<file path="src/rtl/load_store_unit_pkg.sv">
// rtl/load_store_unit_pkg.sv - shared LSU state, size and exception encodings
// Purpose: constants used by the load/store unit, its load aligner and its bench.
// Ports: none (package).
package load_store_unit_pkg;

  typedef enum logic [1:0] {
    LSU_IDLE  = 2'd0,
    LSU_REQ   = 2'd1,
    LSU_RESP  = 2'd2,
    LSU_FAULT = 2'd3
  } lsu_state_e;

  localparam logic [1:0] LSU_SIZE_B = 2'd0;
  localparam logic [1:0] LSU_SIZE_H = 2'd1;
  localparam logic [1:0] LSU_SIZE_W = 2'd2;

  localparam int EXCEPTION_LEN = 4;
  localparam logic [EXCEPTION_LEN-1:0] EXCEP_OK               = 4'd0;
  localparam logic [EXCEPTION_LEN-1:0] EXCEP_LOAD_MISALIGNED  = 4'd4;
  localparam logic [EXCEPTION_LEN-1:0] EXCEP_LOAD_FAULT       = 4'd5;
  localparam logic [EXCEPTION_LEN-1:0] EXCEP_STORE_MISALIGNED = 4'd6;
  localparam logic [EXCEPTION_LEN-1:0] EXCEP_STORE_FAULT      = 4'd7;

  // Max cycles spent in REQ without mem_ack before an access fault.
  localparam int TIMEOUT_CYCLES = 16;

  // Size code 3 is treated as a misaligned access: it can never be issued.
  function automatic logic lsu_bad_access(input logic [1:0] size, input logic [1:0] offset);
    case (size)
      LSU_SIZE_B: return 1'b0;
      LSU_SIZE_H: return offset[0];
      LSU_SIZE_W: return offset != 2'b00;
      default:    return 1'b1;
    endcase
  endfunction

endpackage

</file>
<file path="src/rtl/load_store_unit_if.sv">
// rtl/load_store_unit_if.sv - single-outstanding req/ack data-memory bus
// Purpose: groups the LSU data bus; master = LSU, slave = memory.
// Signals: req/we/addr/wdata/wstrb (master->slave), ack/rdata (slave->master).
interface load_store_unit_if;
  logic        req;
  logic        we;
  logic [31:0] addr;
  logic [31:0] wdata;
  logic [3:0]  wstrb;
  logic        ack;
  logic [31:0] rdata;

  modport master (output req, we, addr, wdata, wstrb, input ack, rdata);
  modport slave  (input req, we, addr, wdata, wstrb, output ack, rdata);
endinterface

</file>
<file path="src/rtl/load_store_unit_load_align.sv">
// rtl/load_store_unit_load_align.sv - load data lane select and extension
// Purpose: module lsu_load_align picks the addressed byte/half of a read word
// and sign- or zero-extends it to 32 bits (combinational).
// Ports: rdata (read word), offset (addr[1:0]), size, is_unsigned -> result.
module lsu_load_align
  import load_store_unit_pkg::*;
(
  input  logic [31:0] rdata,
  input  logic [1:0]  offset,
  input  logic [1:0]  size,
  input  logic        is_unsigned,
  output logic [31:0] result
);

  logic [7:0]  byte_sel;
  logic [15:0] half_sel;

  always_comb begin
    byte_sel = rdata[7:0];
    case (offset)
      2'd0: byte_sel = rdata[7:0];
      2'd1: byte_sel = rdata[15:8];
      2'd2: byte_sel = rdata[23:16];
      default: byte_sel = rdata[31:24];
    endcase
    half_sel = offset[1] ? rdata[31:16] : rdata[15:0];

    case (size)
      LSU_SIZE_B: result = {{24{~is_unsigned & byte_sel[7]}}, byte_sel};
      LSU_SIZE_H: result = {{16{~is_unsigned & half_sel[15]}}, half_sel};
      default:    result = rdata;
    endcase
  end

endmodule

</file>
<file path="src/rtl/load_store_unit.sv">
// rtl/load_store_unit.sv - data-memory load/store stage with exception reporting
// Purpose: accepts one load/store from the Executor, runs one bus transaction,
// aligns/extends load data into the RegisterFile write port, stalls the core
// while busy and latches misaligned/fault codes until reset.
// Ports: clk, rst (async, active-high); req_* request from Executor;
// execLockSet_Out stall; rdAddr_Out/rdWrite_Out/rdEnable_Out register write;
// mem (load_store_unit_if.master) data bus; exception_Out fault code.
// Option: LSU_TIMEOUT_EN enables the REQ timeout -> access fault.
module load_store_unit
  import load_store_unit_pkg::*;
(
  input  logic                     clk,
  input  logic                     rst,
  input  logic                     req_valid,
  input  logic                     req_write,
  input  logic [1:0]               req_size,
  input  logic                     req_unsigned,
  input  logic [31:0]              req_addr,
  input  logic [31:0]              req_wdata,
  input  logic [4:0]               req_rd,
  output logic                     execLockSet_Out,
  output logic [4:0]               rdAddr_Out,
  output logic [31:0]              rdWrite_Out,
  output logic                     rdEnable_Out,
  load_store_unit_if.master        mem,
  output logic [EXCEPTION_LEN-1:0] exception_Out
);

  lsu_state_e state_q, state_d;
  logic [EXCEPTION_LEN-1:0] exc_q, exc_d;

  logic [31:0] addr_q, wdata_q, rdata_q;
  logic [3:0]  wstrb_q;
  logic        we_q, uns_q;
  logic [1:0]  size_q, off_q;
  logic [4:0]  rd_q;

  logic        bad_access, accept, timeout;
  logic [31:0] lane_wdata;
  logic [3:0]  lane_wstrb;

  assign bad_access = lsu_bad_access(req_size, req_addr[1:0]);
  assign accept     = (state_q == LSU_IDLE) && req_valid && !bad_access;

  // Store data is replicated across lanes so the strobe alone selects bytes.
  always_comb begin
    lane_wstrb = 4'b0000;
    lane_wdata = 32'd0;
    if (req_write) begin
      case (req_size)
        LSU_SIZE_B: begin
          lane_wstrb = 4'b0001 << req_addr[1:0];
          lane_wdata = {4{req_wdata[7:0]}};
        end
        LSU_SIZE_H: begin
          lane_wstrb = req_addr[1] ? 4'b1100 : 4'b0011;
          lane_wdata = {2{req_wdata[15:0]}};
        end
        default: begin
          lane_wstrb = 4'b1111;
          lane_wdata = req_wdata;
        end
      endcase
    end
  end

`ifdef LSU_TIMEOUT_EN
  localparam int CNT_W = $clog2(TIMEOUT_CYCLES);
  logic [CNT_W-1:0] tmo_q;

  // Only IDLE leads into REQ, so clearing in IDLE clears on entry.
  always_ff @(posedge clk or posedge rst) begin
    if (rst) begin
      tmo_q <= '0;
    end else if (state_q == LSU_REQ) begin
      tmo_q <= tmo_q + 1'b1;
    end else begin
      tmo_q <= '0;
    end
  end

  assign timeout = (tmo_q == CNT_W'(TIMEOUT_CYCLES - 1));
`else
  assign timeout = 1'b0;
`endif

  always_comb begin
    state_d = state_q;
    exc_d   = exc_q;
    case (state_q)
      LSU_IDLE: begin
        if (req_valid) begin
          if (bad_access) begin
            state_d = LSU_FAULT;
            exc_d   = req_write ? EXCEP_STORE_MISALIGNED : EXCEP_LOAD_MISALIGNED;
          end else begin
            state_d = LSU_REQ;
          end
        end
      end
      LSU_REQ: begin
        if (mem.ack) begin
          state_d = we_q ? LSU_IDLE : LSU_RESP;
        end else if (timeout) begin
          state_d = LSU_FAULT;
          exc_d   = we_q ? EXCEP_STORE_FAULT : EXCEP_LOAD_FAULT;
        end
      end
      LSU_RESP: state_d = LSU_IDLE;
      default:  state_d = LSU_FAULT;
    endcase
  end

  always_ff @(posedge clk or posedge rst) begin
    if (rst) begin
      state_q <= LSU_IDLE;
      exc_q   <= EXCEP_OK;
      addr_q  <= 32'd0;
      wdata_q <= 32'd0;
      wstrb_q <= 4'b0000;
      we_q    <= 1'b0;
      uns_q   <= 1'b0;
      size_q  <= LSU_SIZE_B;
      off_q   <= 2'd0;
      rd_q    <= 5'd0;
      rdata_q <= 32'd0;
    end else begin
      state_q <= state_d;
      exc_q   <= exc_d;
      if (accept) begin
        addr_q  <= {req_addr[31:2], 2'b00};
        wdata_q <= lane_wdata;
        wstrb_q <= lane_wstrb;
        we_q    <= req_write;
        uns_q   <= req_unsigned;
        size_q  <= req_size;
        off_q   <= req_addr[1:0];
        rd_q    <= req_rd;
      end
      if (state_q == LSU_REQ && mem.ack) begin
        rdata_q <= mem.rdata;
      end
    end
  end

  lsu_load_align u_load_align (
    .rdata       (rdata_q),
    .offset      (off_q),
    .size        (size_q),
    .is_unsigned (uns_q),
    .result      (rdWrite_Out)
  );

  assign mem.req         = (state_q == LSU_REQ);
  assign mem.we          = we_q;
  assign mem.addr        = addr_q;
  assign mem.wdata       = wdata_q;
  assign mem.wstrb       = wstrb_q;
  assign rdAddr_Out      = rd_q;
  assign rdEnable_Out    = (state_q == LSU_RESP) && (rd_q != 5'd0);
  assign execLockSet_Out = (state_q != LSU_IDLE) || req_valid;
  assign exception_Out   = exc_q;

endmodule
</file>
<file path="src/flat_wrapper.sv">
// flat-port wrapper written by rule: the top's interface ports become plain ports
module load_store_unit_flat import load_store_unit_pkg::*;
  (clk, rst, req_valid, req_write, req_size, req_unsigned, req_addr, req_wdata, req_rd, execLockSet_Out, rdAddr_Out, rdWrite_Out, rdEnable_Out, exception_Out, mem_req, mem_we, mem_addr, mem_wdata, mem_wstrb, mem_ack, mem_rdata);
  load_store_unit_if mem_i ();
  input  logic clk;
  input  logic rst;
  input  logic req_valid;
  input  logic req_write;
  input  logic [1:0] req_size;
  input  logic req_unsigned;
  input  logic [31:0] req_addr;
  input  logic [31:0] req_wdata;
  input  logic [4:0] req_rd;
  output logic execLockSet_Out;
  output logic [4:0] rdAddr_Out;
  output logic [31:0] rdWrite_Out;
  output logic rdEnable_Out;
  output logic [EXCEPTION_LEN-1:0] exception_Out;
  output wire logic [$bits(mem_i.req)-1:0] mem_req;
  output wire logic [$bits(mem_i.we)-1:0] mem_we;
  output wire logic [$bits(mem_i.addr)-1:0] mem_addr;
  output wire logic [$bits(mem_i.wdata)-1:0] mem_wdata;
  output wire logic [$bits(mem_i.wstrb)-1:0] mem_wstrb;
  input wire logic [$bits(mem_i.ack)-1:0] mem_ack;
  input wire logic [$bits(mem_i.rdata)-1:0] mem_rdata;
  assign mem_req = mem_i.req;
  assign mem_we = mem_i.we;
  assign mem_addr = mem_i.addr;
  assign mem_wdata = mem_i.wdata;
  assign mem_wstrb = mem_i.wstrb;
  assign mem_i.ack = mem_ack;
  assign mem_i.rdata = mem_rdata;
  load_store_unit u_core (.clk(clk), .rst(rst), .req_valid(req_valid), .req_write(req_write), .req_size(req_size), .req_unsigned(req_unsigned), .req_addr(req_addr), .req_wdata(req_wdata), .req_rd(req_rd), .execLockSet_Out(execLockSet_Out), .rdAddr_Out(rdAddr_Out), .rdWrite_Out(rdWrite_Out), .rdEnable_Out(rdEnable_Out), .mem(mem_i), .exception_Out(exception_Out));
endmodule
</file>
<file path="config.mk">
export PLATFORM = sky130hd
export DESIGN_NAME = load_store_unit_flat
export DESIGN_NICKNAME = d
export VERILOG_FILES = /design/src/rtl/load_store_unit_pkg.sv /design/src/rtl/load_store_unit_if.sv /design/src/rtl/load_store_unit_load_align.sv /design/src/rtl/load_store_unit.sv /design/src/flat_wrapper.sv
export SDC_FILE = /design/constraint.sdc
export NUM_CORES = 1
export LEC_CHECK = 0
export ABC_AREA = 1
export CAP_MARGIN = 10
export CORE_UTILIZATION = 44
export DETAILED_ROUTE_END_ITERATION = 6
export GPL_ROUTABILITY_DRIVEN = 0
export PLACE_DENSITY = 0.79
export RECOVER_POWER = 25
export SYNTH_ARGS = -nofsm -noshare
export SYNTH_HDL_FRONTEND = slang
export SYNTH_SLANG_ARGS = --single-unit
</file>
<file path="constraint.sdc">
create_clock -name clk -period 4.73 [get_ports clk]
set_input_delay 1.1825 -clock clk [delete_from_list [all_inputs] [get_ports clk]]
set_output_delay 1.1825 -clock clk [all_outputs]
set_load 0.03 [all_outputs]
</file>
==> results by group, run 1 <==
Outcome
  • Status: complete, but fails checks
  • Violations in the final reports: capacitance limit, slew limit

Placed design
  • Dpl hpwl: 11,000 um
  • I/O Buffers: 217
  • Pre-CTS WS: 1020 ps
  • Cells after DPL: 955

Global routing
  • Number of global-route vias before repair: 5,075
  • Gr usage total: 24.8%
  • Antenna violations before repair: 0
  • First-pass GRT wire length: 24,800 um
  • GRT overflow: 0
  • Largest net degree at the start of global routing: 72

Worst setup path
  • CP Capture Type: output pin
  • CP Max Fanout: 36
  • CP required: 3550 ps
  • CP Data Arrival Time: 2890 ps
  • CP Launch Type: flip-flop
  • CP Class: flip-flop to output pin

Synthesis
  • Top cell type by total area after synthesis: dfrtp_1
  • Synth Cell Area: 5440 um2
  • Synthesized flop and latch total: 113
  • Post-synthesis cell type count: 29
  • Post-synthesis sequential area ratio: 52.0%
  • Ys Warns: 0
  • Syn Inst Count: 623
  • Post-Syn Area per Cell: 8.73 um2
  • Largest cells by area after synthesis: dfrtp_1 52%, nand2_1 17%, mux2_2 6.2%
  • Yosys top cell area share: 52.0%

Routing
  • Initial DRC Count: 381
  • Vias/cell: 5.12
  • Routed wl met2: 7250 um
  • DRC: 0
  • Via count: 5,049
  • TritonRoute pass-1 iters: 5
  • Top Metal Used: met4
  • Routed len/inst: 15.4 um
  • Drt total wl: 15,200 um
  • ANT nets after route: 0
  • Met3 WL: 1350 um
  • Post-Route M1 WL: 6220 um

Timing
  • Final clock skew: 5.18 ps
  • Slew @ Worst Pin: 2590 ps
  • Setup-failing EPs final: 0
  • RSZ-0062 raised after global routing: false
  • Final Cycle Share: 86.2%
  • Setup_tns: 0 ps
  • WHS: 467 ps
  • Final-report hold violation count: 0
  • Fin crit period: 4080 ps
  • Max-Slew Margin vs Limit: -73.4%
  • Fmax: 0.245 GHz
  • Final Max Tran Viols: 96
  • Post-route setup slack: 653 ps

Finish
  • Final Non-Filler Cells: 987
  • Final Util: 68.0%
  • Most common cell after layout, fill and taps aside: nand2_1
  • Ant diodes: 0
  • Most frequent cells in the layout: 246 x nand2_1, 214 x clkdlybuf4s50_1, 113 x dfrtp_1
  • Area delta synth->final: 50.3%
  • Share of post-route cells with drive strength above 1: 11.4%
  • Nets@finish: 940

Clock network
  • TritonCTS buffer count: 17
  • Root Buffer Master: clkbuf_16
  • Post-CTS Resized: 0
  • Worst skew pair latency: 400 ps
  • CTS tree: built
  • Clock Path Buffers: 2
  • Post-CTS Setup Inserts: 0
  • Reg clk slew, reported paths: 50 ps
  • CTS H-tree lvls: 4
  • Post-CTS Hold Fix Bufs: 0
  • Clock Sinks: 113

Floorplan
  • I/O pins: 222
  • Die X: 113 um
  • Die ar.: 12,800 um2
  • Row count: 40
  • Die height: 113 um
  • Core box area: 12,000 um2
  • Starting density of the core: 45.3%

Job
  • Max cap viols: 2

Pwr
  • Static Leak: 3.80 nW
  • P_int: 0.00383 W
  • Clock power share: 19.8%
  • Reg power frac: 26.7%
  • Combinational Power Share: 53.5%
  • Switching power total: 0.00288 W
  • VDD IR-drop max: 0.426 mV
  • Sw Ratio: 42.9%
  • P per Cell Area: 822 nW/um2

Min path
  • Hold crit path type: flip-flop to flip-flop
worst paths after layout:
| kind | from | endpoint | slack (ps) | cells after the start |
|---|---|---|---|---|
| max | u_core.size_q[1] | rdWrite_Out[13] | 650 | 6 |
| min | u_core.exception_Out[2] | u_core.exception_Out[2] | 470 | 2 |
| max reg2reg | u_core.state_q[1] | u_core.rdata_q[22] | 2070 | 5 |
| min reg2reg | u_core.exception_Out[2] | u_core.exception_Out[2] | 470 | 2 |
| max in group asynchronous | rst | u_core.rdAddr_Out[1] | 1250 | 3 |
| min in group asynchronous | rst | u_core.mem.addr[5] | 1940 | 2 |
logic make-up after synthesis:
kind of cell | synth area share, %
AO/OA/AOI/OAI | 8.97
adder cells (fa/ha/maj) | 0.920
buffers and inverters | 7.11
flip-flops | 52.0
multiplexers | 6.58
other | 0.0690
AND/OR/NAND/NOR | 24.3
critical path: stages, from the launching register on:
cell             delay [ps]
dfrtp_1                 790
nor3_4                  540
nand2_2                 110
nand2_2                  90
nand2_4                 150
nand3_1                 130
clkdlybuf4s50_1         670
synth_stat cells:
cell and instances:
buf_2 15, nand2_4 1, dfrtp_1 113, o21ai_0 56, clkbuf_1 6, nand2_2 4
nor3_4 1, conb_1 1, mux2i_1 2, o21ai_2 1, mux2_2 30, nor2_1 7
ha_1 4, o22ai_1 1, o21ai_1 10, nor3_1 1, o211ai_1 12, nand3_2 3
a21oi_1 6, nand3_1 36, inv_2 5, a22oi_1 1, or2_2 17, a21boi_0 1
nand2_1 246, inv_1 24, buf_4 6, buf_6 12, o21bai_1 1
layer usage:
layer,up-vias,GRT usage [%]
met5,-,0
met4,0,9.04
met3,26,8.14
met2,232,40.7
met1,2382,30.7
li1,2409,-
state kept, by name (all words and copies together), names as in the netlist:
| register | count |
|---|---|
| u_core.exception_Out | 2 |
| u_core.mem.addr | 30 |
| u_core.mem.wdata | 32 |
| u_core.mem.we | 1 |
| u_core.mem.wstrb | 4 |
| u_core.off_q | 2 |
| u_core.rdAddr_Out | 5 |
| u_core.rdata_q | 32 |
| u_core.size_q | 2 |
| u_core.state_q | 2 |
| u_core.uns_q | 1 |
layout make-up:
class | instances | area [um2]
Timing Repair Buffer | 221 | 2200
Fill cell | 921 | 3840
Inverter | 29 | 110
Clock inverter | 11 | 160
Tap cell | 147 | 184
Clock buffer | 21 | 460
Sequential cell | 113 | 2830
Multi-Input combinational cell | 445 | 2230
power groups by stage:
stage / Clock (W) / Combinational (W) / Sequential [W]
2_1_floorplan: 0 / 0.00169 / 0.00223
3_3_place_gp: 0 / 0.00355 / 0.00176
3_5_place_dp: 0 / 0.00360 / 0.00178
4_1_cts: 0.00135 / 0.00361 / 0.00178
5_1_grt: 0.00141 / 0.00383 / 0.00185
6_report: 0.00133 / 0.00359 / 0.00179
metrics by stage:
| stage | instance area [um2] | power (W) |
|---|---|---|
| 5_1_grt | 8170 | 0.00709 |
| 4_1_cts | 8180 | 0.00675 |
| 3_3_place_gp | 7560 | 0.00531 |
| 3_5_place_dp | 7560 | 0.00538 |
| 2_1_floorplan | 5450 | 0.00393 |
| 6_report | 8170 | 0.00671 |
Note: power is estimated with default switching activity, not from simulation.
==> inputs of run 2 (changes only) <==
--- a/config.mk
+++ b/config.mk
@@ -10,8 +10,10 @@
 export CORE_UTILIZATION = 44
 export DETAILED_ROUTE_END_ITERATION = 6
 export GPL_ROUTABILITY_DRIVEN = 0
+export MAX_ROUTING_LAYER = met4
 export PLACE_DENSITY = 0.79
 export RECOVER_POWER = 25
+export SKIP_LAST_GASP = 1
 export SYNTH_ARGS = -nofsm -noshare
 export SYNTH_HDL_FRONTEND = slang
 export SYNTH_SLANG_ARGS = --single-unit
==> run 2 against run 1 <==
  * The run still ends with capacitance limit, slew limit left
  * Count of clock-buffer cells in the layout is the same
  * First-iteration DRC count decreased by 9.4%
  * Non-clock buffer count unchanged
  * Flip-flop and latch count unchanged
  * Die area did not move
  * Critical path type unchanged
==> results by group, run 2 (same netlist as run 1, synthesis figures left out) <==
Clock network
  • CTS tree: built
  • Post-CTS Setup Inserts: 0 (unchanged)
  • TritonCTS buffer count: 17 (unchanged)
  • Reg clk slew, reported paths: 50 ps (about the same)
  • CTS H-tree lvls: 4 (unchanged)
  • Post-CTS Hold Fix Bufs: 0 (unchanged)
  • Post-CTS Resized: 0 (unchanged)
  • Clock Path Buffers: 2 (unchanged)
  • Worst skew pair latency: 400 ps (about the same)
  • Clock Sinks: 113 (unchanged)
  • Root Buffer Master: clkbuf_16

Outcome
  • Violations in the final reports: capacitance limit, slew limit
  • Status: complete, but fails checks

Min path
  • Worst hold path depth: 2 (unchanged)
  • Hold crit path type: flip-flop to flip-flop
  • Worst hold start: u_core.exception_Out[2]
  • Hold path endpoint: u_core.exception_Out[2]

Pwr
  • Switching power total: 0.00288 W (-0.18%)
  • Combinational Power Share: 53.5% (about the same)
  • P_int: 0.00383 W (about the same)
  • P per Cell Area: 821 nW/um2 (about the same)
  • VDD IR-drop max: 0.427 mV (about the same)
  • Reg power frac: 26.7% (about the same)
  • Static Leak: 3.80 nW (unchanged)
  • Clock power share: 19.8% (about the same)
  • Sw Ratio: 42.9% (-0.044 points)

Worst setup path
  • CP Data Arrival Time: 2890 ps (about the same)
  • R2R cell count: 5 (unchanged)
  • CP required: 3550 ps (about the same)
  • CP Max Fanout: 36 (unchanged)
  • Critical path cell sequence: nor3_4, nand2_2, nand2_2, nand2_4, nand3_1, clkdlybuf4s50_1
  • CP Launch Type: flip-flop
  • CP Class: flip-flop to output pin
  • CP Launch Point: u_core.size_q[1]
  • R2r endpoint: u_core.rdata_q[22]
  • Top cell by count, worst path: nand2_2
  • Worst path top cell family by delay: simple AND/OR/NAND/NOR gates
  • CP Capture Type: output pin
  • Reg2reg setup slack: 2100 ps (+30 ps)
  • CP peak stage delay: 790 ps (about the same)
  • CP Buf/Inv Count: 1 (unchanged)
  • R2R Path Start: u_core.state_q[1]
  • Slowest CP cell: dfrtp_1
  • WP depth: 6 (unchanged)

Routing
  • Initial DRC Count: 345 (-9.4%)
  • DRC: 0 (unchanged)
  • ANT nets after route: 0 (unchanged)
  • Via count: 5,054 (+0.099%)
  • Routed len/inst: 15.3 um (-0.26%)
  • Drt total wl: 15,100 um (-0.26%)
  • Vias/cell: 5.12 (about the same)
  • TritonRoute pass-1 iters: 5 (unchanged)

Timing
  • Final Max Tran Viols: 96 (unchanged)
  • RSZ-0062 raised after global routing: false
  • Fmax: 0.245 GHz (about the same)
  • Fin crit period: 4070 ps (-2.83 ps)
  • Final clock skew: 4.99 ps (-0.191 ps)
  • Final-report hold violation count: 0 (unchanged)
  • Max-Slew Margin vs Limit: -72.7% (+0.70 points)
  • Setup_tns: 0 ps (unchanged)
  • Setup-failing EPs final: 0 (unchanged)
  • Final Cycle Share: 86.1% (about the same)
  • Post-route setup slack: 655 ps (+2.83 ps)
  • Slew @ Worst Pin: 2580 ps (-10.4 ps)

Floorplan
  • Core box area: 12,000 um2 (unchanged)
  • Starting density of the core: 45.3% (unchanged)
  • Die X: 113 um (unchanged)
  • Row count: 40 (unchanged)
  • Die height: 113 um (unchanged)
  • Die ar.: 12,800 um2 (unchanged)
  • I/O pins: 222 (unchanged)

Global routing
  • Gr usage total: 25.6% (+0.74 points)
  • First-pass GRT wire length: 24,700 um (-0.33%)
  • Antenna violations before repair: 0 (unchanged)
  • Number of global-route vias before repair: 5,085 (+0.20%)
  • GRT overflow: 0 (unchanged)
  • Largest net degree at the start of global routing: 72 (unchanged)

Finish
  • Nets@finish: 940 (unchanged)
  • Most frequent cells in the layout: 246 x nand2_1, 214 x clkdlybuf4s50_1, 113 x dfrtp_1
  • Share of post-route cells with drive strength above 1: 11.4% (unchanged)
  • Most common cell after layout, fill and taps aside: nand2_1
  • Ant diodes: 0 (unchanged)
  • Area delta synth->final: 50.3% (unchanged)

Placed design
  • Dpl hpwl: 11,000 um (unchanged)
  • Pre-CTS WS: 1020 ps (unchanged)
  • I/O Buffers: 217 (unchanged)

Job
  • Max cap viols: 2 (unchanged)
-- run 2: cell counts in the layout (fill, tap and decap cells not counted) --
Identical to the previous run, type by type.
-- run 2: power by group through the flow --
stage / Combinational [W] / Clock (W) / Sequential, W
2_1_floorplan: 0.00169 / 0 / 0.00223
3_3_place_gp: 0.00355 / 0 / 0.00176
3_5_place_dp: 0.00360 / 0 / 0.00178
4_1_cts: 0.00361 / 0.00135 / 0.00178
5_1_grt: 0.00383 / 0.00141 / 0.00185
6_report: 0.00359 / 0.00133 / 0.00179
-- run 2: how the worst max path moves through the flow --
| stage | to | slack [ps] |
|---|---|---|
| after global routing | rdWrite_Out[26] | 450 |
| after CTS | rdWrite_Out[21] | 670 |
| after detailed placement | u_core.mem.wdata[2] | 1020 |
| after floorplan | u_core.exception_Out[1] | 560 |
| after global placement | execLockSet_Out | 1040 |
| final | rdWrite_Out[13] | 660 |
-- run 2: routing by layer --
layer,vias to the layer above,GRT usage [%],share of wire [%]
met5,-,-,0
met4,0,9.30,2.2
met3,27,6.96,7.1
met2,227,40.6,48
met1,2388,31.4,43
li1,2412,-,-
-- run 2: stage by stage --
step | instance area [um2] | hold slack (ps) | util [%] | power [W] | std cells
4_1_cts | 8180 | 468 | 68.1 | 0.00675 | 987
2_1_floorplan | 5450 | 481 | - | 0.00393 | 626
5_1_grt | 8170 | 503 | 68.0 | 0.00709 | 987
6_report | 8170 | 468 | 68.0 | 0.00671 | 987
3_5_place_dp | 7560 | 455 | 62.9 | 0.00538 | 955
3_3_place_gp | 7560 | 451 | 62.9 | 0.00531 | 955
-- run 2: tightest hold or removal path, stage by stage (launching register included) --
cell	delay, ps
dfrtp_1	340
inv_1	40
nand2_1	50
-- run 2: area by class of cell --
type	instances	area, um2
clock inverters	11	160
flip-flops and latches	113	2830
repair buffers	221	2200
clock buffers	21	460
well taps	147	184
multi-input cells	445	2230
fillers	921	3840
inverters	29	110
